File: src/rtl/mem_arbiter.sv
// mem_arbiter: two-requester (instruction fetch / data) arbiter in front of a single RAM port.
// Optional macro ARB_RR_EN selects round-robin arbitration; otherwise data always has priority.
`default_nettype none

module mem_arbiter #(
  parameter int ADDR_W = 32,
  parameter int DATA_W = 32
) (
  input  logic              clk,
  input  logic              rst,
  input  logic              iren,
  input  logic [ADDR_W-1:0] iaddr,
  output logic [DATA_W-1:0] iload,
  output logic              iwait,
  input  logic              dren,
  input  logic              dwen,
  input  logic [ADDR_W-1:0] daddr,
  input  logic [DATA_W-1:0] dstore,
  output logic [DATA_W-1:0] dload,
  output logic              dwait,
  output logic              ram_ren,
  output logic              ram_wen,
  output logic [ADDR_W-1:0] ram_addr,
  output logic [DATA_W-1:0] ram_store,
  input  logic [DATA_W-1:0] ram_load,
  input  logic              ram_ready
);

  localparam logic [1:0] IDLE = 2'd0;
  localparam logic [1:0] IACC = 2'd1;
  localparam logic [1:0] DACC = 2'd2;

  logic [1:0] state;
  logic [1:0] state_nxt;
  logic       dreq;
  logic       prefer_i;

  assign dreq = dren | dwen;

`ifdef ARB_RR_EN
  // Requester of the most recent completed access: 0 = instruction, 1 = data.
  logic last_grant;

  always_ff @(posedge clk or posedge rst) begin
    if (rst) begin
      last_grant <= 1'b0;
    end else if (state == IACC && iren && ram_ready) begin
      last_grant <= 1'b0;
    end else if (state == DACC && dreq && ram_ready) begin
      last_grant <= 1'b1;
    end
  end

  assign prefer_i = last_grant;
`else
  assign prefer_i = 1'b0;
`endif

  always_comb begin
    state_nxt = state;
    case (state)
      IDLE: begin
        if (dreq && !(iren && prefer_i)) begin
          state_nxt = DACC;
        end else if (iren) begin
          state_nxt = IACC;
        end
      end
      // A dropped request aborts the access just like a completion does.
      IACC: if (!iren || ram_ready) state_nxt = IDLE;
      DACC: if (!dreq || ram_ready) state_nxt = IDLE;
      default: state_nxt = IDLE;
    endcase
  end

  always_ff @(posedge clk or posedge rst) begin
    if (rst) begin
      state <= IDLE;
    end else begin
      state <= state_nxt;
    end
  end

  // Strobes follow the live request so an abort drops them in the same cycle.
  always_comb begin
    ram_ren   = 1'b0;
    ram_wen   = 1'b0;
    ram_addr  = '0;
    ram_store = '0;
    case (state)
      IACC: begin
        ram_ren  = iren;
        ram_addr = iaddr;
      end
      DACC: begin
        ram_wen   = dwen;
        ram_ren   = dren & ~dwen;
        ram_addr  = daddr;
        ram_store = dstore;
      end
      default: ;
    endcase
  end

  assign iwait = iren & ~((state == IACC) & ram_ready);
  assign dwait = dreq & ~((state == DACC) & ram_ready);
  assign iload = ram_load;
  assign dload = ram_load;

endmodule

`default_nettype wire
File: config.mk
export PLATFORM = sky130hd
export DESIGN_NAME = mem_arbiter
export DESIGN_NICKNAME = d
export VERILOG_FILES = /design/src/rtl/mem_arbiter.sv
export SDC_FILE = /design/constraint.sdc
export NUM_CORES = 1
export LEC_CHECK = 0
export BUFFER_PORTS_ARGS = -buffer_cell sky130_fd_sc_hd__buf_4
export CAP_MARGIN = 20
export CORE_AREA = 5 5 101 103
export DETAILED_ROUTE_END_ITERATION = 16
export DIE_AREA = 0 0 106 108
export HOLD_SLACK_MARGIN = 0.03
export SLEW_MARGIN = 25
export SYNTH_ARGS = -nofsm -noshare
export SYNTH_HDL_FRONTEND = slang
export SYNTH_SLANG_ARGS = --single-unit
File: constraint.sdc
create_clock -name clk -period 1.6 [get_ports clk]
set_clock_uncertainty 0.2 [all_clocks]
set_input_delay 0.32 -clock clk [delete_from_list [all_inputs] [get_ports clk]]
set_output_delay 0.32 -clock clk [all_outputs]
set_load 0.03 [all_outputs]
; ---- Word-level counts from Yosys, hierarchy flattened
; Index checks and enable logic that the tools add are counted.
[word_totals]
inputBits = 134
word_cells = 30
ff_bits = 2
output_inout_bits = 132
[classes]
n_reduce_logical = 6
bitwise_logic = 9
n_eq_ne = 5
mux = 9
[op_table]
columns = operator, count
row1 = $pmux W32 S2, 1
row2 = $mux W32, 1
row3 = $mux W2, 4
row4 = $pmux W2 S3, 1
row5 = $and A1 B1 Y1, 5
row6 = $ne A2 B2 Y1 const B, 2
row7 = $ne A3 B3 Y1 const B, 1
row8 = $not A1 Y1, 3
row9 = $reduce_and A3 Y1, 1
row10 = $eq A2 B1 Y1 const B, 1
row11 = $eq A2 B2 Y1 const B, 1
row12 = $logic_not A1 Y1, 2
row13 = $logic_not A2 Y1, 1
row14 = $logic_or A1 B1 Y1, 2
row15 = $pmux W1 S2, 1
row16 = $mux W1, 1
row17 = $or A1 B1 Y1, 1

; ---- Logic depth before layout (Yosys ltp)
[logic_depth]
ltp_word = 5
depth_mapped = 6

; ---- Worst setup path after synthesis
; No wires, ideal clock.
[synth_path]
path_type = reg-to-output
from = reg state[0]
to = out ram_ren
path_stages_with_launch = 6
arrival_ps = 1634
slack_ps = -554
n_path_buf = 1
path_cell_list = dfrtp_1 > inv_1 > ha_1 > buf_2 > nand3b_1 > a21boi_0
[synth_via]
elab_chain_len = 2
elab_cells_between_ends = 3
[synth_rtl]
columns = item, line_no
row1 = from (decl), 33  ; logic [1:0] state;
row2 = from (signal assigned), 80  ; state <= state_nxt;
row3 = $eq A2 B2 Y1 or $eq A2 B1 Y1 (tied branches), 90  ; case (state)
row4 = $pmux W1 S2 *, 90
row5 = to (decl), 21  ; output logic ram_ren,
; Mark *: on every way between the ends. The rest lies on a longest branch, timed or not.

; ---- Worst setup path after layout
[layout_path]
from = reg state[1]
to = out ram_wen
[layout_via]
elab_chain_len = 2
[layout_rtl]
columns = item, line_no
row1 = $eq A2 B2 Y1, 90
row2 = $mux W1, 90
row3 = to (decl), 22  ; output logic ram_wen,
; No other way between the ends.

==> flow_summary.json <==
{
  "totalWireLength_mm": 7.37,
  "syn_area_per_cell_sq_um": 7.03,
  "rows": 35,
  "dp_hpwl_mm": 5.32,
  "dp_slack_ps": -342,
  "largestRegisters": "state x2",
  "tightest_slew_ps": 247,
  "synth.yosys.seq_area_share": 0.0356,
  "final_hold_viol_count": 0,
  "clock_path_buffers": 2,
  "ys_seq_elements": 2,
  "top_usage_layer": "met2",
  "first_pass_iters": 4,
  "p_switching_w": 0.00256,
  "grt_antenna_before_repair": 0,
  "largest_register_ffs": 2,
  "arrival_ps": 1580,
  "outcome": "complete, but fails checks",
  "setup_viol": 70,
  "wire_per_inst_um": 17.2,
  "core_area_sq_mm": 0.00911,
  "synthCells": 200,
  "min_period_over_period": 1.31,
  "finalWorstSetupSlack_ps": -499,
  "grt_use_met2": 0.232,
  "synthesis.area_sq_mm": 0.00141,
  "failed_checks": "setup timing",
  "rsz0062_at_grt": "true",
  "vdd_ir_drop_max_uv": 513,
  "drv_slew": 0,
  "area_delta_synth_final_pct": 146,
  "yosysWarnings": 0,
  "tritoncts": "done",
  "root_buffer": "clkbuf_8",
  "cts_made_buffers": 3,
  "viasPerCell": 4.22,
  "gr-total-overflow": 0,
  "top_register": "state",
  "vias": 1806,
  "antenna_left": 0,
  "pwr-share-comb": 0.950,
  "path_max_fanout": 17,
  "r2r_slack_ps": -100,
  "grtUsageTotal": 0.119,
  "min_path_type": "in2reg",
  "grt_pass1_wl_mm": 10.6,
  "relSlewSlack": 0.836,
  "drive_gt1_frac": 0.953,
  "finalPower_w": 0.00560,
  "crit_required_ps": 1080,
  "diodes": 0,
  "initial_core_util": 0.154,
  "worstSetupPathType": "reg2out",
  "layout.nets": 456,
  "io_buffers": 169,
  "drv_cap": 0,
  "critPathCaptureType": "primary output",
  "switching_share": 0.457,
  "grt_max_degree": 23,
  "p_int_w": 0.00304,
  "crit_path_start_kind": "flop",
  "syn_nets": 337,
  "io_pins": 266,
  "clk_latency_ps": 210,
  "met1_usage": 0.125,
  "gp_congestion": 0.743,
  "die_y_um": 108,
  "clkSlewWorstSetupHoldPaths_ps": 30,
  "dieArea_sq_mm": 0.0114,
  "grt_pass1_vias": 1943,
  "power.density_mw_per_mm2": 1620,
  "drt-initial-drc-count": 66,
  "seqPwrFrac": 0.015,
  "drc_errors": 0,
  "die_x_um": 106,
  "met3_usage": 0.0263,
  "cts_sinks": 2,
  "ys_types": 21,
  "period_needed_ps": 2100,
  "htreeDepth": 1,
  "power_frac_clock": 0.035,
  "fmax_mhz": 476,
  "leakage_nw": 1.63
}
[final cells by class]
| cell class | instances | area (sq um) |
|---|---|---|
| multi-input combinational | 117 | 1350 |
| fill | 886 | 5660 |
| sequential | 2 | 50.0 |
| inverter | 3 | 11.3 |
| timing repair buffer | 192 | 1860 |
| clock buffer | 3 | 41.3 |
| tap | 111 | 139 |
[cells by family (layout without fill, tap and decap cells)]
kind of cell | count (synthesis) | after routing | share of synthesized area
buffers and inverters | 81 | 198 | 0.398
AO/OA/AOI/OAI | 41 | 41 | 0.219
flip-flops | 2 | 2 | 0.0356
AND/OR/NAND/NOR | 73 | 73 | 0.321
adder cells (fa/ha/maj) | 3 | 3 | 0.0267
[metal layers]
layer | share of wire | routed length [um] | up-vias
met2 | 0.54 | 3990 | 119
li1 | - | - | 842
met1 | 0.35 | 2560 | 825
met4 | 0.019 | 137 | 0
met5 | 0 | 0 | -
met3 | 0.093 | 683 | 20
[synthesized netlist by cell type, drive strengths merged]
cell type / instances / area, sq um
o211ai: 1 / 12.5
and2: 33 / 206
nand3b: 1 / 7.51
inv: 3 / 11.3
a21boi: 2 / 15.0
o21ai: 1 / 5.00
nand2b: 1 / 6.26
buf: 74 / 533
nor2b: 32 / 200
nand4bb: 1 / 11.3
dfrtp: 2 / 50.1
nand2: 4 / 15.0
a41oi: 1 / 8.76
nor2: 1 / 3.75
a21oi: 2 / 10.0
ha: 3 / 37.5
clkbuf: 4 / 15.0
o22a: 1 / 8.76
a21o: 1 / 7.51
a22oi: 32 / 240
[power by group through the flow]
stage                     clock (W)  combinational (W)  sequential [W]
after global placement            0            0.00410       0.0000809
after detailed placement          0            0.00414       0.0000831
after floorplan                   0            0.00310       0.0000781
after global routing       0.000216            0.00558       0.0000818
final                      0.000198            0.00532       0.0000818
after CTS                  0.000208            0.00544       0.0000794
[stage by stage]
stage | cell area, sq um | hold WS [ps] | utilization | TNS (ps) | instances
2_1_floorplan | 1810 | -139 | - | -5990 | 200
3_3_place_gp | 2770 | -12.0 | 0.304 | -14450 | 415
3_5_place_dp | 2770 | -10.0 | 0.304 | -16130 | 415
4_1_cts | 3470 | 294 | 0.380 | -30350 | 429
5_1_grt | 3450 | 311 | 0.379 | -33410 | 428
6_report | 3450 | 300 | 0.379 | -29480 | 428
[critical path, stage by stage, from the launching register on]
cell and delay [ps]:
dfrtp_1 400, buf_6 140, ha_4 200, bufbuf_16 290
and2_2 180, buf_4 160
[repair_timing]
action                     4_1_cts  5_1_grt
hold buffers                     1        0
setup endpoints to repair       70       70
setup buffers                    4        0
cloned                           6        0
hold endpoints to repair         2        0
gates resized for setup        112        3
pin swaps                        8        9
[worst paths after layout]
kind,startpoint,to,cells after the start
max,state[1],ram_wen,5
min reg2reg,state[0],state[0],2
max in group asynchronous,rst,state[1],3
max reg2reg,state[0],state[1],7
min,iren,state[0],3
min in group asynchronous,rst,state[0],3
[cells in the final DEF, fill, tap and decap left out, drive strengths merged]
cell / instances
buf: 190
and2: 33
a22oi: 32
nor2b: 32
nand2: 4
ha: 3
clkbuf: 3
inv: 3
a21boi: 2
dfrtp: 2
a21oi: 2
o21ai: 1
a21o: 1
nor2: 1
o22a: 1
nand4bb: 1
o211ai: 1
nand2b: 1
a41oi: 1
nand3b: 1
bufbuf: 1
dlygate4sd3: 1
Note: power is estimated with default switching activity, not from simulation.
